==> config.mk <==
export PLATFORM = sky130hd
export DESIGN_NAME = sort_pass_controller
export DESIGN_NICKNAME = d
export VERILOG_FILES = /design/src/rtl/sort_pass_controller.sv
export SDC_FILE = /design/constraint.sdc
export NUM_CORES = 1
export LEC_CHECK = 0
export ABC_AREA = 1
export BUFFER_PORTS_ARGS = -buffer_cell sky130_fd_sc_hd__buf_2
export CORE_AREA = 2 2 118 120
export DETAILED_ROUTE_END_ITERATION = 8
export DIE_AREA = 0 0 120 122
export MAX_ROUTING_LAYER = met4
export PLACE_DENSITY_LB_ADDON = 0.15
export SLEW_MARGIN = 20
export SYNTH_ARGS = -nofsm -noshare
export SYNTH_HDL_FRONTEND = slang
export SYNTH_SLANG_ARGS = --single-unit
export TNS_END_PERCENT = 10
==> constraint.sdc <==
create_clock -name clk -period 2.73 [get_ports clk]
set_input_delay 0.4095 -clock clk [delete_from_list [all_inputs] [get_ports clk]]
set_output_delay 0.4095 -clock clk [all_outputs]
set_load 0.01 [all_outputs]
==> src/rtl/sort_pass_controller.sv <==
// Eight-element descending sorter: load 8 words, odd-even transposition sort with one shared
// compare-exchange unit, then drain. Optional early exit when a full even+odd pass makes no swap: SORT_EARLY_EXIT_EN.
module sort_pass_controller #(
  parameter int DATA_W = 8
) (
  input  logic              clk,
  input  logic              rst_n,
  input  logic              in_valid,
  output logic              in_ready,
  input  logic [DATA_W-1:0] in_data,
  output logic              out_valid,
  input  logic              out_ready,
  output logic [DATA_W-1:0] out_data,
  output logic              out_last,
  output logic              busy
);

  typedef enum logic [1:0] {LOAD = 2'd0, SORT = 2'd1, DRAIN = 2'd2} state_e;

  state_e            state_q, state_d;
  logic [2:0]        wr_idx_q, wr_idx_d;
  logic [2:0]        rd_idx_q, rd_idx_d;
  logic [2:0]        pass_q, pass_d;
  logic [1:0]        pair_q, pair_d;
  logic [DATA_W-1:0] buf_q [8];
  logic [DATA_W-1:0] buf_d [8];
`ifdef SORT_EARLY_EXIT_EN
  logic              flag_q, flag_d;
`endif

  logic [2:0] lo_idx, hi_idx;
  logic       last_pair, swap_now, sort_done;

  // Even passes start at index 0 (4 pairs), odd passes at index 1 (3 pairs).
  assign lo_idx    = {pair_q, 1'b0} + {2'b00, pass_q[0]};
  assign hi_idx    = lo_idx + 3'd1;
  assign last_pair = pass_q[0] ? (pair_q == 2'd2) : (pair_q == 2'd3);
  assign swap_now  = buf_q[hi_idx] > buf_q[lo_idx];

  assign out_data  = buf_q[rd_idx_q];
  assign busy      = (state_q != LOAD);

  always_comb begin
    state_d   = state_q;
    wr_idx_d  = wr_idx_q;
    rd_idx_d  = rd_idx_q;
    pass_d    = pass_q;
    pair_d    = pair_q;
    buf_d     = buf_q;
    in_ready  = 1'b0;
    out_valid = 1'b0;
    out_last  = 1'b0;
    sort_done = 1'b0;
`ifdef SORT_EARLY_EXIT_EN
    flag_d    = flag_q;
`endif
    case (state_q)
      LOAD: begin
        in_ready = 1'b1;
        if (in_valid) begin
          buf_d[wr_idx_q] = in_data;
          wr_idx_d        = wr_idx_q + 3'd1;
          if (wr_idx_q == 3'd7) state_d = SORT;
        end
      end
      SORT: begin
        if (swap_now) begin
          buf_d[lo_idx] = buf_q[hi_idx];
          buf_d[hi_idx] = buf_q[lo_idx];
        end
`ifdef SORT_EARLY_EXIT_EN
        flag_d    = (!pass_q[0] && pair_q == 2'd0) ? swap_now : (flag_q | swap_now);
        sort_done = last_pair && ((pass_q == 3'd7) || (pass_q[0] && !(flag_q | swap_now)));
`else
        sort_done = last_pair && (pass_q == 3'd7);
`endif
        if (last_pair) begin
          pair_d = 2'd0;
          pass_d = pass_q + 3'd1;
        end else begin
          pair_d = pair_q + 2'd1;
        end
        if (sort_done) begin
          state_d  = DRAIN;
          pass_d   = 3'd0;
          pair_d   = 2'd0;
          rd_idx_d = 3'd0;
        end
      end
      DRAIN: begin
        out_valid = 1'b1;
        out_last  = (rd_idx_q == 3'd7);
        if (out_ready) begin
          rd_idx_d = rd_idx_q + 3'd1;
          if (rd_idx_q == 3'd7) begin
            state_d  = LOAD;
            wr_idx_d = 3'd0;
          end
        end
      end
      default: state_d = LOAD;
    endcase
  end

  always_ff @(posedge clk or negedge rst_n) begin
    if (!rst_n) begin
      state_q  <= LOAD;
      wr_idx_q <= 3'd0;
      rd_idx_q <= 3'd0;
      pass_q   <= 3'd0;
      pair_q   <= 2'd0;
      buf_q    <= '{default: '0};
`ifdef SORT_EARLY_EXIT_EN
      flag_q   <= 1'b0;
`endif
    end else begin
      state_q  <= state_d;
      wr_idx_q <= wr_idx_d;
      rd_idx_q <= rd_idx_d;
      pass_q   <= pass_d;
      pair_q   <= pair_d;
      buf_q    <= buf_d;
`ifdef SORT_EARLY_EXIT_EN
      flag_q   <= flag_d;
`endif
    end
  end

endmodule

# [After elaboration in Yosys (flattened, before gate mapping)]
# Cells that the tools add are included.
[totals] inputBits=12 elab_cells=101 register_bits=77 output_inout_bits=12
[classes] reduce_logical=15 n_lt_le_gt_ge=8 n_eq_ne=13 n_bitwise=4 n_addsub=6 n_mux=42
[ops] cell="64-bit bitwise mux" n=3
[ops] cell="64-bit two-way mux" n=2
[ops] cell="64-bit case mux with 2 select lines" n=1
[ops] cell="8-bit binary-select mux with 3-bit select" n=3
[ops] cell="8-bit demux with 3-bit select" n=3
[ops] cell="8-bit two-way mux" n=9
[ops] cell="3-bit two-way mux" n=7
[ops] cell="4-bit >= comparator, second input constant" n=4
[ops] cell="3-bit NOT with 4-bit output" n=4
[ops] cell="2-bit two-way mux" n=7
[ops] cell="3-bit by 1-bit adder with 3-bit output, second input constant" n=4
[ops] cell="4-bit by 1-bit < comparator with 1-bit output, second input constant" n=3
[ops] cell="2-bit inequality test, second input constant" n=6
[ops] cell="3-bit case mux with 2 select lines" n=2
[ops] cell="2-bit nonzero test" n=5
[ops] cell="3-bit equality test, second input constant" n=3
[ops] cell="8-bit > comparator" n=1
[ops] cell="2-bit equality test, second input constant" n=3
[ops] cell="2-bit case mux with 3 select lines" n=1
[ops] cell="3-bit AND reduction" n=2
[ops] cell="5-bit AND reduction" n=1
[ops] cell="1-bit logical AND" n=4
[ops] cell="1-bit two-way mux" n=4
[ops] cell="4-bit AND reduction" n=1
[ops] cell="other kinds (5)" n=5

# [Depth between registers and ports, before layout]
[depth] ltp_word=10 depth_mapped=23

# [Worst setup path before layout]
# Ideal clock, no wire load.
[synth_timing] path_kind="register -> register" startpoint="register pass_q[0]" endpoint="register buf_q[40] in the netlist's numbering" setup_slack_ns=0.035 stages_incl_launch_ff=19 arrival_ns=2.630 setup_time_ns=0.065 path_buffers=1 synth_period_minus_slack_ns=2.695 cell_sequence="dfrtp_1 > ha_1 > inv_2 > buf_2 > nand2_1 > nand2_1 > nand2_1 > nand2_2 > inv_1 > ha_1 > nand2_1 > nor2_1 > a21oi_1 > nand2_1 > nand2_8 > nand2_8 > nor2_2 > nand2_1 > nand2_1"
[synth_via] elab_chain_len=10 word_cells_on_any_way=27 classes_between="add/sub: 2; order compare: 5; eq/ne: 1; mux: 14; bitwise: 2; reduce/logical: 3"
[synth_rtl] item="start: declaration" line="23" source="logic [2:0] pass_q, pass_d;"
[synth_rtl] item="start signal: assignment" line="120" source="pass_q <= pass_d;"
[synth_rtl] item="3-bit by 1-bit adder with 3-bit output *" line="35" source="assign lo_idx = {pair_q, 1'b0} + {2'b00, pass_q[0]};"
[synth_rtl] item="parallel branches: the longest is 9 deep, another holds 8-bit > comparator"
[synth_rtl] item="end signal: assignment" line="122" source="buf_q <= buf_d;"
[synth_rtl] item="end: declaration" line="25" source="logic [DATA_W-1:0] buf_q [8];"
# Mark *: on every way between the ends. The select of a mux whose other input is x is not followed.
# A chain may end at the register's enable or synchronous reset.

# [Worst setup path after layout]
[layout_timing] startpoint="register pass_q[0]" endpoint="register buf_q[36] in the netlist's numbering"
# Same word-level chain as after synthesis.

==> key figures <==
Outcome
  • Outcome: complete, but fails checks
  • Violated checks: negative hold slack

Clocking
  • Total number of clock tree sinks: 77
  • Maximum buffer depth of the clock tree: 2
  • Count of H-tree levels built during CTS: 3
  • Clock buffers created by TritonCTS: 9
  • TritonCTS clock tree: done
  • Root Buffer Master: clkbuf_16
  • Clock-pin slew on the worst setup and hold paths: approximately 0.060 ns
  • Clock insertion delay at the later pin of the skew report: about 0.36 ns

Drt
  • Antenna viol nets, final: 0
  • Residual DRC count: 0
  • Detailed-routing iteration count for the pre-antenna-repair pass: 5
  • Routed via count divided by cell count: 5.72
  • Detailed-route via count: between 9000 and 10000
  • Final WL: slightly above 30 mm
  • Wire per inst: about 19 um
  • Number of DRC markers in iteration 0: between 1000 and 1500

Floorplan
  • Total die area: ~15000 um2
  • Starting Density: 0.561
  • Area of the core region: 13500 um2
  • Die Y: between 100 and 150 um
  • Number of core rows: between 40 and 50
  • Die outline width: about 120 um
  • Boundary pin count: 24

Global route
  • Met1 track demand over resource: 0.597
  • Total global routing overflow: 0
  • Maximum number of pins on one net before global-route repair: 46
  • Vias in the first global route: between 7000 and 8000
  • GR Util All Layers: 0.430
  • Met2 Resource Use GR: 0.591
  • Met3 layer usage reported by global route: 0.118
  • Wire length of the first global-routing pass: ~46 mm
  • Busiest grt layer: met1
  • Antenna violations before repair: 0

Critical path
  • Signal arrival time at the worst endpoint: slightly below 3 ns
  • Worst path most repeated cell: nand2_1
  • Crit-path leading delay family: simple AND/OR/NAND/NOR gates
  • Worst EP required: 2.98 ns
  • Worst-path cell chain: ha_4, buf_12, buf_12, nand2_2, nand2_1, nand2_1, nand2_2, ha_4, nand2_4, nor2_4, nand2_1, nand2_1, nand2_2, nand2_8, nand3b_1, nand2_1, nand2_1
  • CP Launch Type: register
  • Worst stage delay on the critical path: roughly 0.48 ns
  • Crit path max-delay cell type: dfrtp_2
  • Worst Path Class, Setup: reg2reg
  • Crit Path Max Fanout: 8
  • Kind of end point of the critical path: register
  • Buf+Inv Stages, Crit Path: 2

Synthesis
  • Number of different library cells in the post-synthesis netlist: 38
  • Area contributors post-synth: nand2_1 40%, dfrtp_1 25%, nand3_1 5.8%
  • Post-synthesis net count: 1355
  • Netlist area before placement: 7570 um2
  • Share of async-settable or async-resettable flops after synthesis: 1.00
  • Adder and majority gate portion of the synthesized area: 0.0314
  • Prevailing post-synth register cell: dfrtp_1
  • Share of the synthesized netlist area taken by xor and xnor gates: 0
  • Yosys warning count: 0
  • Dominant combinational cell family by area after synthesis: simple AND/OR/NAND/NOR gates
  • Complex-gate fraction of the synthesized area: 0.0817
  • Mean Syn Cell Area: roughly 5.7 um2
  • Share of synthesized area occupied by flip-flops and latches: 0.255
  • Share of synthesized cell area in and, or, nand and nor gates: 0.552
  • Top cells by count, synth: 797 x nand2_1, 88 x nand3_1, 77 x dfrtp_1
  • Cells after Synth: approximately 1300
  • Most common cell in the netlist: nand2_1
  • Cell type contributing the most total cell area after synthesis: nand2_1
  • Top-area cell type share of the netlist area: 0.395
  • Post-synth EDFFs: 0
  • Register bit count reported by yosys: just under 80
  • Multiplexer area fraction after synthesis: 0

Final layout
  • Share of cells above drive strength 1: 0.175
  • P&R area growth vs syn: 19.6%
  • Non-filler instance count after layout: roughly 1600
  • NumNets Final: roughly 1400
  • Diode count: 0
  • Total non-filler cell area in the finished layout: 9050 um2

Power and ir drop
  • Cell Pwr Density: 1480 nW/um2
  • Total power: between 0.01 and 0.015 W
  • Static leakage: between 5 and 6 nW
  • Worst vdd rail ir drop: between 600 and 700 uV

Timing
  • Slew @ Worst Pin: 1.03 ns
  • Fin. max-slew vios: 0
  • Setup skew after layout: 0.00476 ns
  • Maximum clock frequency: about 370 MHz
  • Worst slew slack as a fraction of its limit: 0.312
  • Final period demand of the worst path: between 2 and 3 ns
  • Worst hold slack across all endpoints: -0.00447 ns
  • Final setup violation count: 0
  • Hold Violations, Final: 4
  • Share of the clock period used by the worst path after layout: 0.994
  • Unrepaired setup endpoints after global routing: yes
  • Final worst-path setup slack: 0.0162 ns

Placement
  • Final weighted congestion in routability-driven placement: ~1.0
  • Cell total after placement: between 1500 and 2000
  • Post-Place Setup Slack: -0.0845 ns
  • Port-buffer cells: 23
  • Half-perimeter wire length of the detailed placement result: approximately 22 mm
  • Cell area after placement: between 8000 and 9000 um2

Run
  • Count of maximum capacitance violations: 0

Hold path
  • Worst min-delay path category: in2async
-- layout by cell type (no fill, tap or decap), drive strengths merged --
master	count
and2	1
a32o	1
clkinv	8
a21o	1
clkbuf	16
o211ai	9
o22ai	3
a21oi	27
nor3	4
nand3	107
nand3b	5
buf	105
inv	82
dfrtp	77
bufinv	1
a22oi	2
nand2	810
or2	1
clkinvlp	1
o21ai	52
ha	19
nor2	57
a31oi	11
-- area by class of cell --
type,instances,area (um2)
clock buffer,12,246
clock inverter,3,46.3
fill,1292,4450
inverter,89,348
multi-input combinational,1110,5300
sequential,77,1930
tap,180,225
timing repair buffer,109,956
-- sequential cells by signal, summed over array words and instances (netlist names) --
register,flops
rd_idx_q,3
wr_idx_q,3
buf_q,64
pass_q,3
state_q,2
pair_q,2
-- final timing paths --
path,from,endpoint,slack (ns),cells after the start
min in group clk,in_valid,wr_idx_q[2]$_DFFE_PN0P_,0.35,3
worst min-delay path,rst_n,pass_q[2]$_DFFE_PN0P_,-0.004,1
worst max-delay path,pass_q[0]$_DFFE_PN0P_,buf_q[36]$_DFFE_PN0P_,0.02,17
worst max register to register,pass_q[0]$_DFFE_PN0P_,buf_q[36]$_DFFE_PN0P_,0.02,17
max in group asynchronous,rst_n,buf_q[43]$_DFFE_PN0P_,2.11,2
worst min register to register,pass_q[1]$_DFFE_PN0P_,pass_q[1]$_DFFE_PN0P_,0.52,2
-- what timing repair did --
action | CTS | global route
pin swaps | 0 | 30
setup endpoints to repair | 59 | 64
buffers inserted | 0 | 15
resized for setup | 3 | 77
hold buffers | 0 | 0
gates cloned | 0 | 4
-- worst register-to-register path, stage by stage, from the launching register on --
cell      delay, ns
dfrtp_2        0.48
ha_4           0.28
buf_12         0.15
buf_12         0.14
nand2_2        0.06
nand2_1        0.05
nand2_1        0.07
nand2_2        0.08
ha_4           0.29
nand2_4        0.06
nor2_4         0.13
nand2_1        0.06
nand2_1        0.06
nand2_2        0.09
nand2_8        0.12
nand3b_1       0.28
nand2_1        0.15
nand2_1        0.06
-- report_power, final --
group | leakage (nW) | switching [W] | internal [W]
Combinational | 3.95 | 0.00646 | 0.00353
Clock | 0.139 | 0.000510 | 0.000731
Sequential | 1.04 | 0.000639 | 0.00155
-- layer usage --
metal / share of wire / wire (um)
met2: 0.41 / 12500
met1: 0.42 / 12800
met4: 0.042 / 1270
met5: 0 / 0
met3: 0.13 / 3860
-- per-stage QoR --
| step | setup TNS (ns) | util |
|---|---|---|
| finish | 0 | 0.670 |
| global route | -2.91 | 0.670 |
| CTS | 0 | 0.630 |
| detailed placement | -1.36 | 0.608 |
| global placement | -1.00 | 0.608 |
| floorplan | 0 | - |
-- cell families after synthesis --
logic type / Yosys count
simple gates: 985
buf+inv: 137
compound gates: 106
flops: 77
fa+ha+maj: 19
(Power assumes the default switching activity.)
